## config.mk

```make
export PLATFORM = sky130hd
export DESIGN_NAME = alici_flat
export DESIGN_NICKNAME = d
export VERILOG_FILES = /design/src/rtl/alici_pkg.sv /design/src/rtl/alici_if.sv /design/src/rtl/alici_bosluk_sayaci.sv /design/src/rtl/alici.sv /design/src/flat_wrapper.sv
export SDC_FILE = /design/constraint.sdc
export NUM_CORES = 1
export LEC_CHECK = 0
export ABC_AREA = 1
export CAP_MARGIN = 25
export CORE_MARGIN = 2
export CORE_UTILIZATION = 48
export CTS_CLUSTER_SIZE = 40
export DETAILED_ROUTE_END_ITERATION = 6
export PLACE_DENSITY = 0.76
export SYNTH_ARGS = -nofsm -noshare
export SYNTH_HDL_FRONTEND = slang
export SYNTH_SLANG_ARGS = --single-unit
```

## constraint.sdc

```tcl
create_clock -name clk -period 1.6 [get_ports clk]
set_input_delay 0.48 -clock clk [delete_from_list [all_inputs] [get_ports clk]]
set_output_delay 0.48 -clock clk [all_outputs]
set_load 0.02 [all_outputs]
```

## src/rtl/alici_pkg.sv

```systemverilog
// Shared definitions for the alici receiver (and its verici transmitter peer).
package alici_pkg;

  // Width of one serial character in bits.
  localparam int KARAKTER_GENISLIK = 3;

  // Width of the character index counter (enough for 20 characters).
  localparam int SAYAC_GENISLIK = 5;

  // Width of the inter-character idle counter.
  localparam int BOSLUK_GENISLIK = 8;

  // Width of the completed-frame counter.
  localparam int CERCEVE_GENISLIK = 8;

  // Default word width, agreed with the verici transmitter.
  localparam int VARSAYILAN_N = 30;

  // Receiver states: idle, or collecting a serial frame.
  typedef enum logic [0:0] {
    BOS   = 1'b0,
    TOPLA = 1'b1
  } durum_e;

  // Number of serial characters that make up one word.
  function automatic int karakter_sayisi(input int genislik);
    return genislik / KARAKTER_GENISLIK;
  endfunction

endpackage

```

## src/rtl/alici_if.sv

```systemverilog
// Bus between the verici transmitter side and the alici receiver.
interface alici_if #(
  parameter int N = alici_pkg::VARSAYILAN_N
) ();

  logic         mod;
  logic         gelen_gecerli;
  logic [N-1:0] gelen_veri;
  logic [N-1:0] cikan_veri;
  logic         bitti;
  logic         hata;
  logic [7:0]   cerceve_sayisi;

  modport master (
    output mod,
    output gelen_gecerli,
    output gelen_veri,
    input  cikan_veri,
    input  bitti,
    input  hata,
    input  cerceve_sayisi
  );

  modport slave (
    input  mod,
    input  gelen_gecerli,
    input  gelen_veri,
    output cikan_veri,
    output bitti,
    output hata,
    output cerceve_sayisi
  );

endinterface

```

## src/rtl/alici_bosluk_sayaci.sv

```systemverilog
// Idle-cycle counter inside a serial frame; flags the cycle on which one
// more idle cycle would abort the frame. Wraps to zero when it expires.
module alici_bosluk_sayaci
  import alici_pkg::*;
#(
  parameter int ZAMAN_ASIMI = 8
) (
  input  logic clk,
  input  logic rst,
  input  logic temizle,
  input  logic say,
  output logic doldu
);

  localparam logic [BOSLUK_GENISLIK-1:0] SON_DEGER = BOSLUK_GENISLIK'(ZAMAN_ASIMI - 1);

  logic [BOSLUK_GENISLIK-1:0] sayac_q;
  logic [BOSLUK_GENISLIK-1:0] sayac_d;

  assign doldu = (sayac_q == SON_DEGER);

  // Next idle count: clear has priority, expiry wraps back to zero.
  always_comb begin
    sayac_d = sayac_q;
    if (temizle) begin
      sayac_d = {BOSLUK_GENISLIK{1'b0}};
    end else if (say) begin
      sayac_d = doldu ? {BOSLUK_GENISLIK{1'b0}} : sayac_q + {{(BOSLUK_GENISLIK-1){1'b0}}, 1'b1};
    end else begin
      sayac_d = sayac_q;
    end
  end

  // Idle count register with synchronous reset.
  always_ff @(posedge clk) begin
    if (rst) begin
      sayac_q <= {BOSLUK_GENISLIK{1'b0}};
    end else begin
      sayac_q <= sayac_d;
    end
  end

endmodule

```

## src/rtl/alici.sv

```systemverilog
// alici: rebuilds N-bit words from a parallel word or a stream of 3-bit
// characters (most significant first), strobes bitti on completion, aborts
// stalled serial frames with hata and counts completed frames.
module alici
  import alici_pkg::*;
#(
  parameter int N           = VARSAYILAN_N,
  parameter int ZAMAN_ASIMI = 8
) (
  input  logic   clk,
  input  logic   rst,
  alici_if.slave bus
);

  localparam int KARAKTER_SAYISI = karakter_sayisi(N);
  localparam bit TEK_KARAKTER    = (KARAKTER_SAYISI == 1);
  localparam logic [SAYAC_GENISLIK-1:0] SON_INDIS    = SAYAC_GENISLIK'(KARAKTER_SAYISI - 1);
  // Only meaningful for multi-character words; unused when N == 3.
  localparam logic [SAYAC_GENISLIK-1:0] IKINCI_INDIS = SAYAC_GENISLIK'(KARAKTER_SAYISI - 2);

  durum_e                      durum_q;
  durum_e                      durum_d;
  logic [SAYAC_GENISLIK-1:0]   sayac_q;
  logic [SAYAC_GENISLIK-1:0]   sayac_d;
  logic [N-1:0]                tampon_q;
  logic [N-1:0]                tampon_d;
  logic [N-1:0]                cikan_q;
  logic [N-1:0]                cikan_d;
  logic                        bitti_q;
  logic                        bitti_d;
  logic                        hata_q;
  logic                        hata_d;
  logic [CERCEVE_GENISLIK-1:0] cerceve_q;
  logic [CERCEVE_GENISLIK-1:0] cerceve_d;

  logic [KARAKTER_GENISLIK-1:0] karakter;
  logic                         bosluk_temizle;
  logic                         bosluk_say;
  logic                         bosluk_doldu;

  // In serial mode only the low character bits carry data.
  assign karakter = bus.gelen_veri[KARAKTER_GENISLIK-1:0];

  // Idle cycles are only counted while collecting; any valid input or idle state clears.
  assign bosluk_temizle = (durum_q == BOS) || bus.gelen_gecerli;
  assign bosluk_say     = (durum_q == TOPLA) && !bus.gelen_gecerli;

  alici_bosluk_sayaci #(
    .ZAMAN_ASIMI(ZAMAN_ASIMI)
  ) u_bosluk (
    .clk    (clk),
    .rst    (rst),
    .temizle(bosluk_temizle),
    .say    (bosluk_say),
    .doldu  (bosluk_doldu)
  );

  // State register.
  always_ff @(posedge clk) begin
    if (rst) begin
      durum_q <= BOS;
    end else begin
      durum_q <= durum_d;
    end
  end

  // Next state: enter TOPLA on a multi-character serial start, leave on the last character or timeout.
  always_comb begin
    durum_d = durum_q;
    case (durum_q)
      BOS: begin
        if (bus.gelen_gecerli && bus.mod && !TEK_KARAKTER) begin
          durum_d = TOPLA;
        end else begin
          durum_d = BOS;
        end
      end
      TOPLA: begin
        if (bus.gelen_gecerli) begin
          durum_d = (sayac_q == {SAYAC_GENISLIK{1'b0}}) ? BOS : TOPLA;
        end else if (bosluk_doldu) begin
          durum_d = BOS;
        end else begin
          durum_d = TOPLA;
        end
      end
      default: durum_d = BOS;
    endcase
  end

  // Datapath and output next values: buffer fill, word completion, timeout pulse, frame count.
  always_comb begin
    sayac_d   = sayac_q;
    tampon_d  = tampon_q;
    cikan_d   = cikan_q;
    bitti_d   = 1'b0;
    hata_d    = 1'b0;
    cerceve_d = cerceve_q;
    case (durum_q)
      BOS: begin
        if (bus.gelen_gecerli) begin
          if (!bus.mod) begin
            cikan_d   = bus.gelen_veri;
            bitti_d   = 1'b1;
            cerceve_d = cerceve_q + 8'd1;
          end else begin
            tampon_d[N-1 -: KARAKTER_GENISLIK] = karakter;
            if (TEK_KARAKTER) begin
              cikan_d   = tampon_d;
              bitti_d   = 1'b1;
              cerceve_d = cerceve_q + 8'd1;
              sayac_d   = SON_INDIS;
            end else begin
              sayac_d = IKINCI_INDIS;
            end
          end
        end else begin
          sayac_d = sayac_q;
        end
      end
      TOPLA: begin
        if (bus.gelen_gecerli) begin
          for (int i = 0; i < KARAKTER_SAYISI; i++) begin
            tampon_d[i*KARAKTER_GENISLIK +: KARAKTER_GENISLIK] =
              (sayac_q == SAYAC_GENISLIK'(i)) ? karakter
                                              : tampon_q[i*KARAKTER_GENISLIK +: KARAKTER_GENISLIK];
          end
          if (sayac_q == {SAYAC_GENISLIK{1'b0}}) begin
            cikan_d   = tampon_d;
            bitti_d   = 1'b1;
            cerceve_d = cerceve_q + 8'd1;
            sayac_d   = SON_INDIS;
          end else begin
            sayac_d = sayac_q - {{(SAYAC_GENISLIK-1){1'b0}}, 1'b1};
          end
        end else if (bosluk_doldu) begin
          hata_d  = 1'b1;
          sayac_d = SON_INDIS;
        end else begin
          sayac_d = sayac_q;
        end
      end
      default: begin
        sayac_d = SON_INDIS;
      end
    endcase
  end

  // Datapath and output registers with synchronous reset.
  always_ff @(posedge clk) begin
    if (rst) begin
      sayac_q   <= SON_INDIS;
      tampon_q  <= {N{1'b0}};
      cikan_q   <= {N{1'b0}};
      bitti_q   <= 1'b0;
      hata_q    <= 1'b0;
      cerceve_q <= {CERCEVE_GENISLIK{1'b0}};
    end else begin
      sayac_q   <= sayac_d;
      tampon_q  <= tampon_d;
      cikan_q   <= cikan_d;
      bitti_q   <= bitti_d;
      hata_q    <= hata_d;
      cerceve_q <= cerceve_d;
    end
  end

  assign bus.cikan_veri     = cikan_q;
  assign bus.bitti          = bitti_q;
  assign bus.hata           = hata_q;
  assign bus.cerceve_sayisi = cerceve_q;

endmodule

```

## src/flat_wrapper.sv

```systemverilog
// flat-port wrapper written by rule: the top's interface ports become plain ports
module alici_flat import alici_pkg::*;
#(
  parameter int N           = VARSAYILAN_N,
  parameter int ZAMAN_ASIMI = 8
)
  (clk, rst, bus_mod, bus_gelen_gecerli, bus_gelen_veri, bus_cikan_veri, bus_bitti, bus_hata, bus_cerceve_sayisi);
  alici_if #(.N(N)) bus_i ();
  input  logic clk;
  input  logic rst;
  input wire logic [$bits(bus_i.mod)-1:0] bus_mod;
  input wire logic [$bits(bus_i.gelen_gecerli)-1:0] bus_gelen_gecerli;
  input wire logic [$bits(bus_i.gelen_veri)-1:0] bus_gelen_veri;
  output wire logic [$bits(bus_i.cikan_veri)-1:0] bus_cikan_veri;
  output wire logic [$bits(bus_i.bitti)-1:0] bus_bitti;
  output wire logic [$bits(bus_i.hata)-1:0] bus_hata;
  output wire logic [$bits(bus_i.cerceve_sayisi)-1:0] bus_cerceve_sayisi;
  assign bus_i.mod = bus_mod;
  assign bus_i.gelen_gecerli = bus_gelen_gecerli;
  assign bus_i.gelen_veri = bus_gelen_veri;
  assign bus_cikan_veri = bus_i.cikan_veri;
  assign bus_bitti = bus_i.bitti;
  assign bus_hata = bus_i.hata;
  assign bus_cerceve_sayisi = bus_i.cerceve_sayisi;
  alici #(.N(N), .ZAMAN_ASIMI(ZAMAN_ASIMI)) u_core (.clk(clk), .rst(rst), .bus(bus_i));
endmodule
```

* Word-level counts from Yosys, hierarchy flattened
Cells that the tools add are included.
Operators by class: order comparisons 0, $add $sub $neg 3, div/mod/pow operators 0, shifts and indexed selects 0, $mul 0, bitwise operators 1, reductions and logical operators 11, eq/ne operators 16, muxes and demuxes 42
Operator list (number):
- 2-to-1 mux 30 bit | 5
- one-hot mux 30 bit (2 select lines) | 1
- 2-to-1 mux 8 bit | 5
- 2-to-1 mux 3 bit | 12
- 2-to-1 mux 5 bit | 5
- equality test 5 x 3 -> 1 bit (second input constant) | 4
- adder 8 x 1 -> 8 bit (second input constant) | 2
- one-hot mux 8 bit (2 select lines) | 1
- equality test 5 x 2 -> 1 bit (second input constant) | 2
- equality test 5 x 4 -> 1 bit (second input constant) | 2
- inequality test 2 bit (second input constant) | 5
- one-hot mux 5 bit (2 select lines) | 1
- 2-to-1 mux 1 bit | 9
- equality test 8 x 3 -> 1 bit (second input constant) | 1
- one-hot mux 3 bit (2 select lines) | 1
- AND reduction 3 bit | 2
- equality test 5 x 1 -> 1 bit (second input constant) | 1
- zero test 5 bit | 1
- subtractor 5 x 1 -> 5 bit (second input constant) | 1
- one-hot mux 1 bit (2 select lines) | 2
- AND reduction 4 bit | 1
- inequality test 3 bit (second input constant) | 1
- OR reduction 3 bit | 1
- logical AND 1 bit | 2
- other kinds (5) | 5
Word-level totals: bits in latches 0, memories 0, bits of input ports 34, bits in registers 84, word-level logic and storage cells 82, bits in read-only memories 0, output and inout port bits 40, bits in writable memories 0

* Depth between registers and ports, before layout
Gate-level depths: netlist of the first run.
depth in word-level cells 5, depth in mapped cells 12, depth with buffers taken out 11

* Hierarchy
From an unflattened synthesis of the first run, not the netlist that was laid out.
Second synthesis, totals: cell total of the unflattened synthesis 668, area, all modules 4337.9 µm²
By module, submodules not included:
- alici | seq. area each 1521.5 µm², times used 1, cells an instance 605, area an instance 3905.0 µm²
- alici_bosluk_sayaci | seq. area each 160.2 µm², times used 1, cells an instance 63, area an instance 432.9 µm²

* Least setup slack after synthesis of the first run
OpenSTA, ideal clock, no wires.
kind register -> register, start point register u_core.sayac_q[0], end point register u_core.cikan_q[14], in the netlist u_core.bus.cikan_veri[14], required time 1.481 ns, path slack 0.053 ns, cell stages (with the launch flop) 12, clock period less this slack 1.547 ns, arrival time 1.428 ns, buffers on the path 2, library setup time 0.119 ns, cells stage by stage dfxtp_1 -> inv_1 -> ha_1 -> inv_1 -> nor2_4 -> nand2_4 -> nand2_4 -> nand2_4 -> buf_6 -> buf_6 -> a21oi_1 -> a21oi_2
On the way: cells in the longest elaborated chain, start to end 5, elaborated cells on any way between the ends 8, classes of those cells eq/ne: 2; mux: 4; reduce/logical: 2
Ends and longest elaborated chain:
- start: declaration | line alici.sv:23 | logic [SAYAC_GENISLIK-1:0] sayac_q;
- start signal: assignment | line alici.sv:159 | sayac_q <= sayac_d;
- equality test 5 x 3 -> 1 bit | line alici.sv:125 | (sayac_q == SAYAC_GENISLIK'(i)) ? karakter
- 2-to-1 mux 3 bit | line alici.sv:125
- 2-to-1 mux 30 bit | line alici.sv:128 | if (sayac_q == {SAYAC_GENISLIK{1'b0}}) begin
- 2-to-1 mux 30 bit | line alici.sv:122 | if (bus.gelen_gecerli) begin
- one-hot mux 30 bit (2 select lines) | line alici.sv:99 | case (durum_q)
- end signal: assignment | line alici.sv:154 | cikan_q <= {N{1'b0}};
- end signal: assignment | line alici.sv:161 | cikan_q <= cikan_d;
- end: declaration | line alici.sv:27 | logic [N-1:0] cikan_q;
Several ways; a longest one is shown, not always the timed one. The select of a mux whose other input is x is not followed. A chain may end at the register's enable or synchronous reset.

* Worst setup path in the final report of the first run
start point register u_core.cerceve_q[6], in the netlist u_core.bus.cerceve_sayisi[6], end point output bus_cerceve_sayisi[6]
RTL lines:
- start: declaration | line alici.sv:33 | logic [CERCEVE_GENISLIK-1:0] cerceve_q;
- start signal: assignment | line alici.sv:157 | cerceve_q <= {CERCEVE_GENISLIK{1'b0}};
- start signal: assignment | line alici.sv:164 | cerceve_q <= cerceve_d;
- end: declaration | line flat_wrapper.sv:17 | output wire logic [$bits(bus_i.cerceve_sayisi)-1:0] bus_cerceve_sayisi;
No word-level cell between the ends.

==> results of run 1 <==
[cell families after synthesis]
group	count (synthesis)	synth area share, %
xor+xnor	3	0.608
simple gates	301	28.9
buf+inv	123	12.0
fa+ha+maj	7	2.03
flops	84	38.9
compound gates	139	17.6
[stage by stage]
stage / hold slack [ns] / instance area (um2) / setup TNS (ns) / power (W)
4_1_cts: 0.446 / 5520 / 0 / 0.00478
3_5_place_dp: 0.434 / 5370 / -18.54 / 0.00332
5_1_grt: 0.481 / 5620 / -0.251 / 0.00502
2_1_floorplan: 0.418 / 4320 / 0 / 0.00292
6_report: 0.442 / 5620 / 0 / 0.00478
3_3_place_gp: 0.432 / 5370 / -17.25 / 0.00329
[state kept, by name, indices dropped and copies added (netlist names)]
register,count
u_core.tampon_q,30
u_core.bus.cerceve_sayisi,8
u_core.bus.cikan_veri,30
u_core.sayac_q,5
u_core.durum_q,1
u_core.u_bosluk.sayac_q,8
u_core.bus.bitti,1
u_core.bus.hata,1
[area by class of cell]
cell class	count	area [um2]	area share (%)
Timing Repair Buffer	112	1080	19.2
Clock buffer	10	128	2.27
Tap cell	108	135	2.40
Multi-Input combinational cell	450	2180	38.8
Clock inverter	6	65.1	1.16
Sequential cell	84	1690	30.0
Inverter	92	348	6.19
[worst reg2reg max path, delay by kind of cell, from the launching register on]
| family | cells | cell delay [ns] |
|---|---|---|
| simple gates | 4 | 0.38 |
| flops | 1 | 0.37 |
| buf+inv | 3 | 0.30 |
| compound gates | 2 | 0.27 |
| fa+ha+maj | 1 | 0.13 |
[power by group]
part	total [W]	leakage, nW	internal (W)	switching [W]
clock network	0.00151	0.0962	0.000722	0.000790
registers	0.00228	0.687	0.00221	0.0000681
logic	0.000988	1.92	0.000417	0.000571
[worst paths after layout]
check	startpoint	endpoint	slack, ns	cells past startpoint
hold / removal	u_core.u_bosluk.sayac_q[0]$_SDFFE_PP0P_	u_core.u_bosluk.sayac_q[0]$_SDFFE_PP0P_	0.44	1
hold reg to reg	u_core.u_bosluk.sayac_q[0]$_SDFFE_PP0P_	u_core.u_bosluk.sayac_q[0]$_SDFFE_PP0P_	0.44	1
setup reg to reg	u_core.sayac_q[0]$_SDFFE_PP1P_	u_core.bus.cikan_veri[24]$_SDFFE_PP0P_	0.06	10
setup / recovery	u_core.bus.cerceve_sayisi[6]$_SDFFE_PP0P_	bus_cerceve_sayisi[6]	0.04	1
[cell usage after synthesis, types with 2 or more instances]
cell and n:
o211ai_1 3, nor3b_1 2, inv_2 3, xor2_1 2, dfxtp_1 84, o21ai_1 4, buf_6 6, a21oi_1 56
nand3_1 18, nand2_1 167, inv_1 89, o21ai_0 60, a21oi_2 11, nor2_1 89, nor3_1 4, nand4_1 3
nand2_4 3, clkbuf_1 16, a211oi_1 3, ha_1 7, buf_2 7, nor2_4 2, nand2_2 10
[timing repair]
| item | in CTS | in global routing |
|---|---|---|
| setup endpoints to repair | 64 | 66 |
| gates resized for setup | 43 | 47 |
| buffers inserted | 0 | 3 |
| pin swaps | 0 | 4 |
[per-layer routing]
metal	vias up	track usage, %	wire, um
met5	-	0	0
met4	0	6.53	110
met3	10	4.89	571
met1	1911	26.5	4690
li1	2233	-	-
met2	101	38.0	5130
==> reports/results.ini, run 1 <==
[outcome]
status = finished, final reports clean

[route]
first_iter_violations = 168
drc_errors = 0
first_pass_iters = 4
postRouteAntennaNets = 0
routed_via_density = 4.94
wire_per_inst_um = 12.2
finalWirelength_um = 10500
via_count = 4255

[logic_synthesis]
ys_ff_latch = 84
ys.flop_type = dfxtp_1
synth_edf_count = 0
synthTopCellsByArea = dfxtp_1 39%, nand2_1 15%, inv_1 7.7%
async_flop_share_pct = 0
netlist.area_leader.share_pct = 38.9
seq_area_frac_synth_pct = 38.9
syn_area_mm2 = 0.00432
synth_nets = 698
synthDistinctLibCells = 31
yosysWarnings = 0
syn_area_per_cell_um2 = 6.58
synth_top_area_cell = dfxtp_1
syn_inst = 657

[finish]
antenna_cells = 0
final_common_cell = nand2_1
fin_util_pct = 64.5
mostFrequentLayoutCells = 160 x nand2_1, 88 x nor2_1, 85 x inv_1
fillers = 784
drive_gt1_share_pct = 14.3
syn_to_final_growth_pct = 30.1
stdcell_count = 862
final_nets = 790

[die]
fp-row-count = 34
die_h_um = 98.9
io_pins = 74
initial_core_util_pct = 49.5
coreArea_mm2 = 0.00872
fp.dieW_um = 98.9
die_area_mm2 = 0.00978

[critical_path]
worstSetupPathType = reg -> out
cp-start-kind = flop
cpMaxStageDelayCell = dfxtp_1
arrival_ns = 1.08
critPathRequiredTime_ns = 1.12
worstPathCellList = clkdlybuf4s15_1
crit_path_max_fanout = 4
critPathTopFamily = flip-flops
cpPeakStageDelay_ns = 0.40
crit_buf_inv = 1
worst_setup_path_end_kind = output pin

[sta]
final_hold_viol_count = 0
drv_slew = 0
fin_ws_ns = 0.0425
maxSlewHeadroom_pct = 72.5
period_share_pct = 97.3
worst_pin_slew_ns = 0.409
clock_skew_ns = 0.0117
rsz0062_at_grt = true
setup_viol = 0
max_freq_mhz = 642
min_period_ns = 1.56

[pwr]
powerDensity_mw_per_mm2 = 850
leakagePower_nw = 2.70
irDropWorstVdd_mv = 0.434

[clock_network]
clk_latency_ns = 0.36
tritoncts = done
clock_sinks = 84
holdBufCountCts = 0
cts_made_buffers = 9
cts_root_buffer = clkbuf_8
cts_htree_levels = 3
clk_pin_slew_worst_paths_ns = 0.09
clock_path_buffers = 2

[placed_design]
place_ws_ns = -0.309
post-place-cells = 843
place.gp.congestion = 0.897
dp_hpwl_um = 7300
io_buffers = 73

[global_routing]
grt_first_pass_wirelength_um = 17800
groute.usage.overall_pct = 21.7
grt_pass1_vias = 4056
antenna_found_initial = 0
grt.overflow.total = 0
grt_max_degree = 35

[worst_hold_path]
hold_path.class = reg -> reg

[run]
cap_violations = 0

Note: power is estimated with default switching activity, not from simulation.
==> run 2: changes to the inputs <==
SKIP_LAST_GASP = 1   (was default)
==> reports/results.ini, run 2 (synthesis gave the netlist of run 1 again) <==
[clock_network]
clk_latency_ns = 0.36
clock_path_buffers = 2
cts_htree_levels = 3
clock_sinks = 84
tritoncts = done
cts_root_buffer = clkbuf_8
clk_pin_slew_worst_paths_ns = 0.09
cts_made_buffers = 9
holdBufCountCts = 0

[die]
die_h_um = 98.9
fp.dieW_um = 98.9
coreArea_mm2 = 0.00872
initial_core_util_pct = 49.5
fp-row-count = 34
io_pins = 74
die_area_mm2 = 0.00978

[sta]
maxSlewHeadroom_pct = 72.6
worst_pin_slew_ns = 0.408
drv_slew = 0
rsz0062_at_grt = true
final_hold_viol_count = 0
fin_ws_ns = 0.0408
min_period_ns = 1.56
clock_skew_ns = 0.0120
max_freq_mhz = 641
period_share_pct = 97.5
setup_viol = 0

[route]
first_iter_violations = 163
postRouteAntennaNets = 0
first_pass_iters = 5
drc_errors = 0
routed_via_density = 4.96
finalWirelength_um = 10500
wire_per_inst_um = 12.1
via_count = 4273

[global_routing]
groute.usage.overall_pct = 21.7
grt.overflow.total = 0
grt_max_degree = 35
grt_pass1_vias = 4056
grt_first_pass_wirelength_um = 17800
antenna_found_initial = 0

[placed_design]
dp_hpwl_um = 7300
place.gp.congestion = 0.897
io_buffers = 73
place_ws_ns = -0.309

[critical_path]
cpMaxStageDelayCell = dfxtp_1
arrival_ns = 1.08
cp-start-kind = flop
critPathTopFamily = flip-flops
startpoint = u_core.bus.cerceve_sayisi[6]$_SDFFE_PP0P_
worst_setup_path_end_kind = output pin
critPathRequiredTime_ns = 1.12
rr_startpoint = u_core.sayac_q[0]$_SDFFE_PP1P_
worstPathCellList = clkdlybuf4s15_1
cpPeakStageDelay_ns = 0.39
worstSetupPathType = reg -> out
crit_buf_inv = 1
crit_path_max_fanout = 4

[finish]
final_nets = 790
final_common_cell = nand2_1
fin_util_pct = 64.4
fillers = 785
syn_to_final_growth_pct = 30.1
drive_gt1_share_pct = 14.2
mostFrequentLayoutCells = 161 x nand2_1, 88 x nor2_1, 85 x inv_1
antenna_cells = 0

[outcome]
status = finished, final reports clean

[pwr]
powerDensity_mw_per_mm2 = 851
p_sw_w = 0.00143
leakagePower_nw = 2.70
intPower_w = 0.00335
swShare_pct = 29.9
seq_power_share_pct = 47.7
irDropWorstVdd_mv = 0.438
pwr-share-comb_pct = 20.7
clkPwrFrac_pct = 31.7

[worst_hold_path]
hold_path.class = reg -> reg
hp-start = u_core.u_bosluk.sayac_q[0]$_SDFFE_PP0P_

[run]
cap_violations = 0

==> run 2: cell types whose count changed in the layout (fill, tap and decap cells not counted) <==
cell and change:
nand2_1 +1, nand2_2 -1, o21ai_0 +2, o21ai_1 -2
==> run 2: timing repair <==
action                     CTS  global route
buffers inserted             0             3
hold endpoints to repair     0             0
resized for setup           43            44
pin swaps                    0             4
setup endpoints to repair   64            66
==> run 2: path summary, 6_finish.rpt <==
kind                                                           endpoint  slack, ns  depth (start not counted)
worst min register to register  u_core.u_bosluk.sayac_q[0]$_SDFFE_PP0P_       0.44                          1
worst max register to register   u_core.bus.cikan_veri[24]$_SDFFE_PP0P_       0.05                         10
worst min-delay path            u_core.u_bosluk.sayac_q[0]$_SDFFE_PP0P_       0.44                          1
worst max-delay path                              bus_cerceve_sayisi[6]       0.04                          1
==> run 2: per-stage QoR <==
step	hold slack (ns)	cells	setup TNS, ns	total power (W)	cell area, um2
after floorplan	0.418	657	0	0.00292	4320
final	0.442	862	0	0.00478	5620
after detailed placement	0.434	843	-18.54	0.00332	5370
after CTS	0.446	859	0	0.00478	5520
after global routing	0.481	862	-0.418	0.00502	5620
after global placement	0.432	843	-17.25	0.00329	5370
==> run 2: power by group through the flow <==
| stage | Sequential [W] | Clock [W] | Combinational (W) |
|---|---|---|---|
| 6_report | 0.00228 | 0.00151 | 0.000988 |
| 5_1_grt | 0.00230 | 0.00162 | 0.00110 |
| 3_5_place_dp | 0.00233 | 0 | 0.000990 |
| 4_1_cts | 0.00228 | 0.00155 | 0.000951 |
| 2_1_floorplan | 0.00241 | 0 | 0.000510 |
| 3_3_place_gp | 0.00232 | 0 | 0.000967 |
==> run 2: layout make-up <==
class,instances,area (um2),share of cell area (%)
Clock inverter,6,65.1,1.16
Multi-Input combinational cell,450,2180,38.8
Tap cell,108,135,2.40
Clock buffer,10,128,2.27
Sequential cell,84,1690,30.0
Inverter,92,348,6.19
Timing Repair Buffer,112,1080,19.2
==> run 2: layer usage <==
| layer | wire [um] | global-route usage (%) | part of all wire (%) |
|---|---|---|---|
| met4 | 130 | 6.53 | 1.2 |
| met1 | 4740 | 26.5 | 45 |
| met3 | 539 | 4.89 | 5.1 |
| met2 | 5060 | 38.0 | 48 |
| met5 | 0 | 0 | 0 |
==> run 3: changes to the inputs <==
CORE_ASPECT_RATIO = 0.8   (was default)
==> reports/results.ini, run 3 (synthesis gave the netlist of run 1 again) <==
[outcome]
status = finished, final reports clean

[global_routing]
grt_pass1_vias = 3926
groute.usage.overall_pct = 23.0
antenna_found_initial = 0
grt.overflow.total = 0
grt_first_pass_wirelength_um = 17700
grt_max_degree = 31

[finish]
stdcell_count = 868
final_common_cell = nand2_1
final_nets = 793
drive_gt1_share_pct = 15.7
fin_area_mm2 = 0.00568
fin_util_pct = 66.1
fillers = 766
antenna_cells = 0
mostFrequentLayoutCells = 160 x nand2_1, 87 x nor2_1, 86 x inv_1
syn_to_final_growth_pct = 31.5

[sta]
rsz0062_at_grt = true
min_period_ns = 1.57
maxSlewHeadroom_pct = 71.2
setup_viol = 0
clock_skew_ns = 0.0151
hold_slack_ns = 0.465
drv_slew = 0
final_hold_viol_count = 0
worst_pin_slew_ns = 0.432
period_share_pct = 98.1
max_freq_mhz = 637

[route]
first_pass_iters = 5
wire_per_inst_um = 12.8
via_count = 4385
routed_via_density = 5.05
first_iter_violations = 224
finalWirelength_um = 11100
postRouteAntennaNets = 0
drc_errors = 0

[die]
fp.dieW_um = 110
initial_core_util_pct = 50.3
die_area_mm2 = 0.00978
io_pins = 74
die_h_um = 88.9
coreArea_mm2 = 0.00860
fp-row-count = 30

[clock_network]
tritoncts = done
clk_latency_ns = 0.36
clock_path_buffers = 2
cts_root_buffer = clkbuf_8
cts_htree_levels = 3
cts_made_buffers = 9
clock_sinks = 84
clk_pin_slew_worst_paths_ns = 0.08

[placed_design]
io_buffers = 73
dp_hpwl_um = 7580
post-place-cells = 847
place.gp.congestion = 0.811
detailed_place.area_mm2 = 0.00534

[pwr]
irDropWorstVdd_mv = 0.447
power.total_w = 0.00481
leakagePower_nw = 2.71
powerDensity_mw_per_mm2 = 846

[critical_path]
cp-start-kind = flop
cpPeakStageDelay_ns = 0.35
crit_path_max_fanout = 7
worstPathCellList = inv_2, ha_1, inv_1, nor2_4, nand2_4, nand2_4, nand2_8, clkinvlp_4, o21ai_0, nor2_1
worst_setup_path_end_kind = flop
worst-r2r-setup-slack_ns = 0.03
critPathRequiredTime_ns = 1.85
worstSetupPathType = reg -> reg
critPathMostFrequentCell = nand2_4
cpMaxStageDelayCell = dfxtp_2
arrival_ns = 1.82

[run]
cap_violations = 0

[worst_hold_path]
hold_path.class = reg -> reg

## run 3: critical path: cells and delay by family (launching register included)
kind	cells	cell delay, ns
simple gates	5	0.42
flops	1	0.35
buf+inv	3	0.31
fa+ha+maj	1	0.19
compound gates	1	0.19
## run 3: path summary, 6_finish.rpt
| kind | startpoint | to | cells past startpoint |
|---|---|---|---|
| max | u_core.sayac_q[0]$_SDFFE_PP1P_ | u_core.bus.cikan_veri[29]$_SDFFE_PP0P_ | 10 |
| min | u_core.u_bosluk.sayac_q[0]$_SDFFE_PP0P_ | u_core.u_bosluk.sayac_q[0]$_SDFFE_PP0P_ | 1 |
| max reg2reg | u_core.sayac_q[0]$_SDFFE_PP1P_ | u_core.bus.cikan_veri[29]$_SDFFE_PP0P_ | 10 |
| min reg2reg | u_core.u_bosluk.sayac_q[0]$_SDFFE_PP0P_ | u_core.u_bosluk.sayac_q[0]$_SDFFE_PP0P_ | 1 |
## run 3: metrics by stage
stage | setup TNS (ns) | setup WS [ns]
after CTS | -0.0128 | -0.0128
final | 0 | 0.0300
after global placement | -17.11 | -0.321
after global routing | -0.652 | -0.0450
after detailed placement | -20.85 | -0.367
after floorplan | 0 | 0.0531
## run 3: power breakdown
part / internal [W] / switching [W] / leakage [nW]
combinational: 0.000429 / 0.000606 / 1.93
clock: 0.000753 / 0.000744 / 0.0914
sequential: 0.00221 / 0.0000651 / 0.686
total: 0.00339 / 0.00141 / 2.71
## run 3: metal layers
| metal | global-route usage [%] | vias to the layer above | routed length (um) |
|---|---|---|---|
| li1 | - | 2236 | - |
| met4 | 6.79 | 0 | 91 |
| met2 | 40.0 | 137 | 5350 |
| met3 | 5.82 | 9 | 765 |
| met5 | 0 | - | 0 |
| met1 | 28.1 | 2003 | 4860 |
## run 3: layout make-up
type,instances,area [um2],area share (%)
Multi-Input combinational cell,450,2220,39.1
Sequential cell,84,1680,29.6
Timing Repair Buffer,114,1090,19.2
Inverter,92,349,6.14
Clock buffer,11,141,2.49
Tap cell,112,140,2.47
Clock inverter,4,50.0,0.881
Timing Repair inverter,1,7.51,0.132
## run 3: repair_timing
action | 4_1_cts | 5_1_grt
gates cloned | 1 | 2
hold buffers | 0 | 0
endpoints found under the setup margin | 73 | 69
setup buffers | 0 | 3
pin swaps | 0 | 1
gates resized for setup | 53 | 53
